**src/rtl/password_check_pkg.sv**
```systemverilog
// Shared definitions for the ID-check and password-check stages: FSM encoding,
// ROM timing, attempt limit, guest account index and digit-buffer geometry.
package password_check_pkg;

  typedef enum logic [3:0] {
    S_INITIAL     = 4'd0,
    S_WAIT_ID     = 4'd1,
    S_DIGIT_ONE   = 4'd2,
    S_DIGIT_TWO   = 4'd3,
    S_DIGIT_THREE = 4'd4,
    S_DIGIT_FOUR  = 4'd5,
    S_FETCHROM    = 4'd6,
    S_ROMCYC1     = 4'd7,
    S_ROMCYC2     = 4'd8,
    S_ROMCATCH    = 4'd9,
    S_COMPARE     = 4'd10,
    S_AUTH        = 4'd11,
    S_LOCKOUT     = 4'd12
  } pw_state_e;

  localparam int          ROM_WAIT_CYCLES = 3;
  localparam int          MAX_TRIES_DEF   = 3;
  localparam logic [2:0]  GUEST_ID        = 3'd7;
  localparam int          NUM_DIGITS      = 4;
  localparam int          DIGIT_W         = 4;

  // Digit slot written by each DIGIT state; slot 0 is the most significant digit.
  function automatic logic [1:0] digit_pos(input pw_state_e s);
    case (s)
      S_DIGIT_TWO:   return 2'd1;
      S_DIGIT_THREE: return 2'd2;
      S_DIGIT_FOUR:  return 2'd3;
      default:       return 2'd0;
    endcase
  endfunction

  // States in which an entry is in flight and may be aborted.
  function automatic logic is_entry(input pw_state_e s);
    return (s >= S_DIGIT_ONE) && (s <= S_COMPARE);
  endfunction

endpackage

```
**src/rtl/password_check_digit_buffer.sv**
```systemverilog
// Entered-password register: four BCD slots, loaded one at a time by position,
// cleared as a whole.
module pw_digit_buffer
  import password_check_pkg::*;
(
  input  logic                                  clk,
  input  logic                                  rst,
  input  logic                                  clr_i,
  input  logic                                  load_i,
  input  logic [1:0]                            pos_i,
  input  logic [DIGIT_W-1:0]                    digit_i,
  output logic [NUM_DIGITS-1:0][DIGIT_W-1:0]    pw_o
);

  localparam logic [1:0] LAST = 2'(NUM_DIGITS - 1);

  logic [NUM_DIGITS-1:0][DIGIT_W-1:0] dig_q;

  // Position 0 lands in the top nibble so the word matches the ROM layout.
  always_ff @(posedge clk) begin
    if (rst || clr_i) begin
      dig_q <= '0;
    end else if (load_i) begin
      dig_q[LAST - pos_i] <= digit_i;
    end
  end

  assign pw_o = dig_q;

endmodule

```
**src/rtl/password_check.sv**
```systemverilog
// Password stage: collects four keypad digits for the matched player, fetches
// the stored password from ROM, compares, and tracks failures up to lockout.
module password_check
  import password_check_pkg::*;
#(
  parameter int unsigned MAX_TRIES = MAX_TRIES_DEF
) (
  input  logic        clk,
  input  logic        rst,
  input  logic [3:0]  UserDigit,
  input  logic        UserLoad,
  input  logic        matchedID,
  input  logic [2:0]  PlayerID_internal,
  input  logic        isGuest_from_IDCheck,
  input  logic        logout,
  output logic [4:0]  addr_pw,
  input  logic [15:0] data_rom_PW,
  output logic        authenticated,
  output logic        pw_fail,
  output logic        locked,
  output logic [2:0]  tries
);

  localparam logic [2:0] MAX_T = 3'(MAX_TRIES);

  pw_state_e   state_q, state_d;
  logic [4:0]  addr_q, addr_d;
  logic        auth_q, auth_d;
  logic        fail_q, fail_d;
  logic        lock_q, lock_d;
  logic [2:0]  tries_q, tries_d;
  logic [15:0] rom_q, rom_d;
  logic        buf_clr, buf_load;
  logic [15:0] entered;

  pw_digit_buffer u_buf (
    .clk     (clk),
    .rst     (rst),
    .clr_i   (buf_clr),
    .load_i  (buf_load),
    .pos_i   (digit_pos(state_q)),
    .digit_i (UserDigit),
    .pw_o    (entered)
  );

  always_ff @(posedge clk) begin
    if (rst) begin
      state_q <= S_INITIAL;
      addr_q  <= '0;
      auth_q  <= 1'b0;
      fail_q  <= 1'b0;
      lock_q  <= 1'b0;
      tries_q <= '0;
      rom_q   <= '0;
    end else begin
      state_q <= state_d;
      addr_q  <= addr_d;
      auth_q  <= auth_d;
      fail_q  <= fail_d;
      lock_q  <= lock_d;
      tries_q <= tries_d;
      rom_q   <= rom_d;
    end
  end

  always_comb begin
    state_d  = state_q;
    addr_d   = addr_q;
    auth_d   = auth_q;
    fail_d   = 1'b0;
    lock_d   = lock_q;
    tries_d  = tries_q;
    rom_d    = rom_q;
    buf_clr  = 1'b0;
    buf_load = 1'b0;

    case (state_q)
      S_INITIAL: state_d = S_WAIT_ID;
      S_WAIT_ID: begin
        if (matchedID) begin
          if (isGuest_from_IDCheck) begin
            auth_d  = 1'b1;
            state_d = S_AUTH;
          end else begin
            addr_d  = {2'b00, PlayerID_internal};
            state_d = S_DIGIT_ONE;
          end
        end
      end
      // DIGIT_FOUR + 1 is FETCHROM by construction of the encoding.
      S_DIGIT_ONE, S_DIGIT_TWO, S_DIGIT_THREE, S_DIGIT_FOUR: begin
        if (UserLoad) begin
          buf_load = 1'b1;
          state_d  = pw_state_e'(state_q + 4'd1);
        end
      end
      S_FETCHROM: state_d = S_ROMCYC1;
      S_ROMCYC1:  state_d = S_ROMCYC2;
      S_ROMCYC2:  state_d = S_ROMCATCH;
      S_ROMCATCH: begin
        rom_d   = data_rom_PW;
        state_d = S_COMPARE;
      end
      S_COMPARE: begin
        if (entered == rom_q) begin
          auth_d  = 1'b1;
          state_d = S_AUTH;
        end else begin
          tries_d = (tries_q < MAX_T) ? tries_q + 3'd1 : tries_q;
          if (tries_d == MAX_T) begin
            lock_d  = 1'b1;
            state_d = S_LOCKOUT;
          end else begin
            fail_d  = 1'b1;
            buf_clr = 1'b1;
            state_d = S_DIGIT_ONE;
          end
        end
      end
      S_AUTH, S_LOCKOUT: if (logout) state_d = S_INITIAL;
      default: state_d = S_INITIAL;
    endcase

    if (is_entry(state_q) && (logout || !matchedID)) state_d = S_INITIAL;

    // Every path into INITIAL leaves all outputs and internal registers cleared.
    if (state_d == S_INITIAL) begin
      addr_d   = '0;
      auth_d   = 1'b0;
      fail_d   = 1'b0;
      lock_d   = 1'b0;
      tries_d  = '0;
      rom_d    = '0;
      buf_clr  = 1'b1;
      buf_load = 1'b0;
    end
  end

  assign addr_pw       = addr_q;
  assign authenticated = auth_q;
  assign pw_fail       = fail_q;
  assign locked        = lock_q;
  assign tries         = tries_q;

endmodule

```
**config.mk**
```make
export PLATFORM = sky130hd
export DESIGN_NAME = password_check
export DESIGN_NICKNAME = d
export VERILOG_FILES = /design/src/rtl/password_check_pkg.sv /design/src/rtl/password_check_digit_buffer.sv /design/src/rtl/password_check.sv
export SDC_FILE = /design/constraint.sdc
export NUM_CORES = 1
export LEC_CHECK = 0
export ABC_AREA = 1
export BUFFER_PORTS_ARGS = -buffer_cell sky130_fd_sc_hd__buf_2
export CAP_MARGIN = 10
export CORE_MARGIN = 2
export CORE_UTILIZATION = 35
export CTS_BUF_LIST = sky130_fd_sc_hd__clkbuf_4 sky130_fd_sc_hd__clkbuf_8
export DETAILED_ROUTE_END_ITERATION = 16
export PLACE_DENSITY_LB_ADDON = 0.1
export SYNTH_ARGS = -nofsm -noshare
export SYNTH_HDL_FRONTEND = slang
export SYNTH_SLANG_ARGS = --single-unit
```
**constraint.sdc**
```tcl
create_clock -name clk -period 7.4 [get_ports clk]
set_clock_uncertainty 0.15 [all_clocks]
set_input_delay 0.37 -clock clk [delete_from_list [all_inputs] [get_ports clk]]
set_output_delay 0.37 -clock clk [all_outputs]
set_load 0.03 [all_outputs]
```
=== Yosys cells after proc, flatten, opt, wreduce, memory -nomap -nowiden ===
Index checks and enable logic that the tools add are counted.

* Bitwise gates (word level): 2
* Equal/unequal tests: 17
* Reduce and logical (&&, ||, !) cells: 16
* $add $sub $neg: 3
* Mux-type cells: 24
* Order comparisons: 5

{| class="wikitable"
|+ Operators by type and width
! cell !! count
|-
| $pmux W4 S9 || 1
|-
| $mux W4 || 8
|-
| $eq A4 B4 Y1 const B || 5
|-
| $bwmux W16 || 1
|-
| $eq A16 B16 Y1 || 1
|-
| $eq A4 B3 Y1 const B || 4
|-
| $mux W1 || 10
|-
| $demux W4 S2 || 1
|-
| $eq A4 B2 Y1 const B || 2
|-
| $logic_not A4 Y1 || 2
|-
| $ne A2 B2 Y1 const B || 3
|-
| $pmux W2 S3 || 1
|-
| $reduce_and A3 Y1 || 2
|-
| $add A4 B1 Y4 const B || 1
|-
| $eq A4 B1 Y1 const B || 1
|-
| $ge A4 B2 Y1 const B || 1
|-
| $le A4 B4 Y1 const B || 1
|-
| $reduce_and A4 Y1 || 1
|-
| $reduce_or A2 Y1 || 2
|-
| $reduce_or A4 Y1 || 1
|-
| $add A3 B1 Y3 const B || 1
|-
| $eq A3 B2 Y1 const B || 1
|-
| $logic_and A1 B1 Y1 || 3
|-
| $lt A2 B3 Y1 const B || 1
|-
| other kinds (10) || 12
|}

* Bits in registers: 45
* Input port bits: 29

=== Depth between registers and ports, before layout ===
* Word-level depth: 10
* Depth in mapped cells: 17

=== Cells and area by module ===
Synthesis repeated with hierarchy kept, for this count alone.

* Cell total of the unflattened synthesis: 421
* Area total of the unflattened synthesis: 2568.7 um^2

{| class="wikitable"
|+ By module, submodules not included
! module !! area an instance (um^2) !! cells an instance !! sequential area each (um^2) !! times used
|-
| password_check || 1858.0 || 316 || 580.6 || 1
|-
| pw_digit_buffer || 710.7 || 105 || 320.3 || 1
|}

=== Worst setup path after synthesis ===
No wires, ideal clock.

* Kind: register to register
* Start point: register state_q[1]
* End point: register tries_q[0], in the netlist tries[0]
* Slack: 5.077 ns
* Arrival: 2.059 ns
* Cell stages (with the launch flop): 18
* Buffers on the path: 2
* Clock period less this slack: 2.323 ns
* Required time: 7.136 ns
* Cell sequence: dfxtp_1 > inv_1 > ha_1 > inv_1 > nand2_1 > nand2_2 > nand2_2 > inv_2 > nor2_1 > nor2_1 > nand2_1 > nand2_1 > nand2_1 > nor2_2 > or2_1 > buf_6 > buf_6 > nor2_2

* Longest elaborated chain between the ends: 6
* Elaborated cells on any way between the ends: 28

{| class="wikitable"
|+ RTL lines
! what !! RTL line !! text
|-
| start: declaration || password_check.sv:26 || <nowiki>pw_state_e state_q, state_d;</nowiki>
|-
| start signal: assignment || password_check.sv:56 || <nowiki>state_q <= state_d;</nowiki>
|-
| $add A4 B1 Y4 (tied with other cells) || password_check.sv:94 || <nowiki>state_d = pw_state_e'(state_q + 4'd1);</nowiki>
|-
| $mux W4 (tied with other cells) || password_check.sv:92 || <nowiki>if (UserLoad) begin</nowiki>
|-
| $pmux W4 S9 or $logic_and A1 B1 Y1 (tied branches) || password_check.sv:77, password_check.sv:124 ||
|-
| $mux W4 || password_check.sv:124 || <nowiki>if (is_entry(state_q) && (logout || !matchedID)) state_d = S_INITIAL;</nowiki>
|-
| $logic_not A4 Y1 || password_check.sv:127 || <nowiki>if (state_d == S_INITIAL) begin</nowiki>
|-
| $reduce_or A2 Y1 (no line) || n/a ||
|-
| end signal: assignment || password_check.sv:61 || <nowiki>tries_q <= tries_d;</nowiki>
|-
| end: declaration || password_check.sv:31 || <nowiki>logic [2:0] tries_q, tries_d;</nowiki>
|}

Parallel ways exist; a longest one is shown, timed or not.
A chain may end at the register's enable or synchronous reset.

==> flow_metrics.env <==
export IMPL_grt_pass1_wl_um=10300
export IMPL_initial_core_util_pct=36.5
export IMPL_synthCells=429
export IMPL_final_setup_tns_ns=0
export IMPL_crit_top_cell="nand2_1"
export IMPL_vias=2489
export IMPL_first_pass_iters=4
export IMPL_path_clk_slew_ns=0.09
export IMPL_instances_no_fill=561
export IMPL_max_slew_margin_rel_pct=55.0
export IMPL_cts_hold_buf=0
export IMPL_hold_worst_slack_ns=0.172
export IMPL_first_iter_violations=119
export IMPL_cts_tree="built"
export IMPL_boundaryPins=40
export IMPL_dp_cells=553
export IMPL_hold_viol_final=0
export IMPL_yosysUniqueCellTypes=31
export IMPL_syn_avg_cell_area_um2=6.23
export IMPL_slowest_delay_ns=0.56
export IMPL_clk_latency_ns=0.30
export IMPL_rsz0062_at_grt="no"
export IMPL_overflow=0
export IMPL_maxCapViolCount=0
export IMPL_cp_max_fo=32
export IMPL_cts_max_level=2
export IMPL_crit_buf_inv=2
export IMPL_grtUsageTotal_pct=15.2
export IMPL_finalSetupViolCount=0
export IMPL_layout_drive_gt1_share_pct=18.2
export IMPL_cts_path_max_buffers=2
export IMPL_dpl_worst_slack_ns=4.04
export IMPL_wirelength_um=5950
export IMPL_via_per_inst=4.44
export IMPL_total_power_uw=831
export IMPL_rows=31
export IMPL_crit_family="simple AND/OR/NAND/NOR gates"
export IMPL_cp_arrival_ns=3.33
export IMPL_n_fill_cell=824
export IMPL_ir_drop_uv=127
export IMPL_cellPowerDensity_nw_per_um2=276
export IMPL_fin_crit_ns=3.29
export IMPL_die_width_um=91.4
export IMPL_yosys_warnings=0
export IMPL_die_area_um2=8350
export IMPL_yosysSeqAreaShare_pct=33.7
export IMPL_grt_max_degree=33
export IMPL_ant_nets=0
export IMPL_cts_made_buffers=5
export IMPL_area_delta_synth_final_pct=12.6
export IMPL_finalCritPeriodShare_pct=44.5
export IMPL_drt_wirelength_per_cell_um=10.6
export IMPL_grt_pass1_vias=2290
export IMPL_slowest_stage="or2_1"
export IMPL_cts_repair_resize_count=0
export IMPL_cts_setup_buffers=0
export IMPL_antenna_cells=0
export IMPL_synth_area_um2=2670
export IMPL_cts_sinks=45
export IMPL_finalMaxSlewViolations=0
export IMPL_die_h_um=91.4
export IMPL_postLayoutSetupSlackWorst_ns=4.11
export IMPL_path_cells="inv_1, ha_1, nand2_2, nand2_1, nor2_1, nand3_1, nor2_1, nand2_1, nand2_1, nand2_1, nor2_2, or2_1, buf_4, a21oi_1"
export IMPL_mostFrequentLayoutCell="nand2_1"
export IMPL_worstPathRequired_ns=7.44
export IMPL_dpl_hpwl_um=4600
export IMPL_root_buffer="clkbuf_8"
export IMPL_min_path_type="in2reg"
export IMPL_outcome="finished clean"
export IMPL_p_leak_nw=1.48
export IMPL_ys_ff_latch=45
export IMPL_layout_nets=495
export IMPL_final_cell_mix="137 x nand2_1, 67 x inv_1, 48 x nor2_1"
export IMPL_path_class="reg2reg"
export IMPL_coreArea_um2=7330
export IMPL_fmax_ghz=0.304
export IMPL_antenna_found_initial=0
export IMPL_cp_start_kind="register"
export IMPL_endpoint_kind="register"
export IMPL_tightest_slew_ns=0.675
export IMPL_port_buffers=37
export IMPL_gp_congestion=0.794
export IMPL_drc=0
-- worst paths after layout --
path                           start                 endpoint  slack (ns)  depth (start not counted)
max            state_q[1]$_SDFF_PP0_                 register        4.11                         14
min                              rst    state_q[0]$_SDFF_PP0_        0.17                          2
max reg2reg    state_q[1]$_SDFF_PP0_                 register        4.11                         14
min reg2reg  addr_pw[1]$_SDFFE_PP0P_  addr_pw[1]$_SDFFE_PP0P_        0.32                          2
-- report_power, final --
group / internal (mW) / switching [mW]
Clock: 0.0845 / 0.0843
Combinational: 0.110 / 0.270
Sequential: 0.263 / 0.0198
Total: 0.457 / 0.374
-- cells in the mapped netlist, drive strengths merged --
| library cell | number | share of area, % |
|---|---|---|
| nor2 | 69 | 12 |
| a31oi | 1 | 0.23 |
| dfxtp | 45 | 34 |
| nand3b | 1 | 0.28 |
| inv | 72 | 10 |
| or2 | 2 | 0.47 |
| buf | 8 | 2.5 |
| o311ai | 1 | 0.61 |
| nand4 | 19 | 4.4 |
| nand2 | 141 | 20 |
| o211ai | 1 | 0.28 |
| clkbuf | 7 | 0.98 |
| a21oi | 11 | 2.5 |
| conb | 1 | 0.14 |
| o21ai | 25 | 4.7 |
| a211oi | 1 | 0.28 |
| nor3 | 4 | 1.2 |
| nand3 | 13 | 2.6 |
| xor2 | 2 | 0.66 |
| ha | 5 | 2.3 |
-- through the flow --
stage	area, µm²	utilization [%]
6_report	3010	41.0
5_1_grt	3010	41.0
4_1_cts	3010	41.0
3_5_place_dp	2910	39.7
3_3_place_gp	2910	39.7
2_1_floorplan	2680	-
-- flip-flops by register name, summed over array words and instances, names as in the netlist, named ones only --
signal and flops:
locked 1, u_buf.pw_o 16, state_q 4, authenticated 1, rom_q 16, tries 1
pw_fail 1, addr_pw 3
-- cell type report --
| type | instances | area [µm²] | share of cell area, % |
|---|---|---|---|
| Clock inverter | 1 | 5.00 | 0.166 |
| Multi-Input combinational cell | 298 | 1410 | 46.9 |
| Timing Repair Buffer | 39 | 200 | 6.65 |
| Clock buffer | 7 | 96.3 | 3.20 |
| Inverter | 72 | 270 | 8.98 |
| Tap cell | 99 | 124 | 4.12 |
| Sequential cell | 45 | 901 | 29.9 |
-- worst reg2reg max path: stages, from the launching register on --
cell and delay [ns]:
dfxtp_1 0.49, inv_1 0.15, ha_1 0.25, nand2_2 0.41, nand2_1 0.09, nor2_1 0.11
nand3_1 0.08, nor2_1 0.08, nand2_1 0.07, nand2_1 0.08, nand2_1 0.07, nor2_2 0.14
or2_1 0.56, buf_4 0.38, a21oi_1 0.07
-- cell families after synthesis --
family | share of synthesized area, %
fa+ha+maj | 2.34
flops | 33.7
buf+inv | 13.6
compound gates | 8.57
xor+xnor | 0.656
other cells | 0.140
simple gates | 41.0
-- routing by layer --
| metal | vias up | part of all wire [%] | GRT usage, % |
|---|---|---|---|
| li1 | 1375 | - | - |
| met1 | 1063 | 50 | 19.7 |
| met2 | 43 | 45 | 25.2 |
| met3 | 8 | 4.1 | 3.24 |
| met4 | 0 | 1.2 | 4.55 |
| met5 | - | 0 | 0 |
No activity file was read; power rests on OpenSTA's default activity.
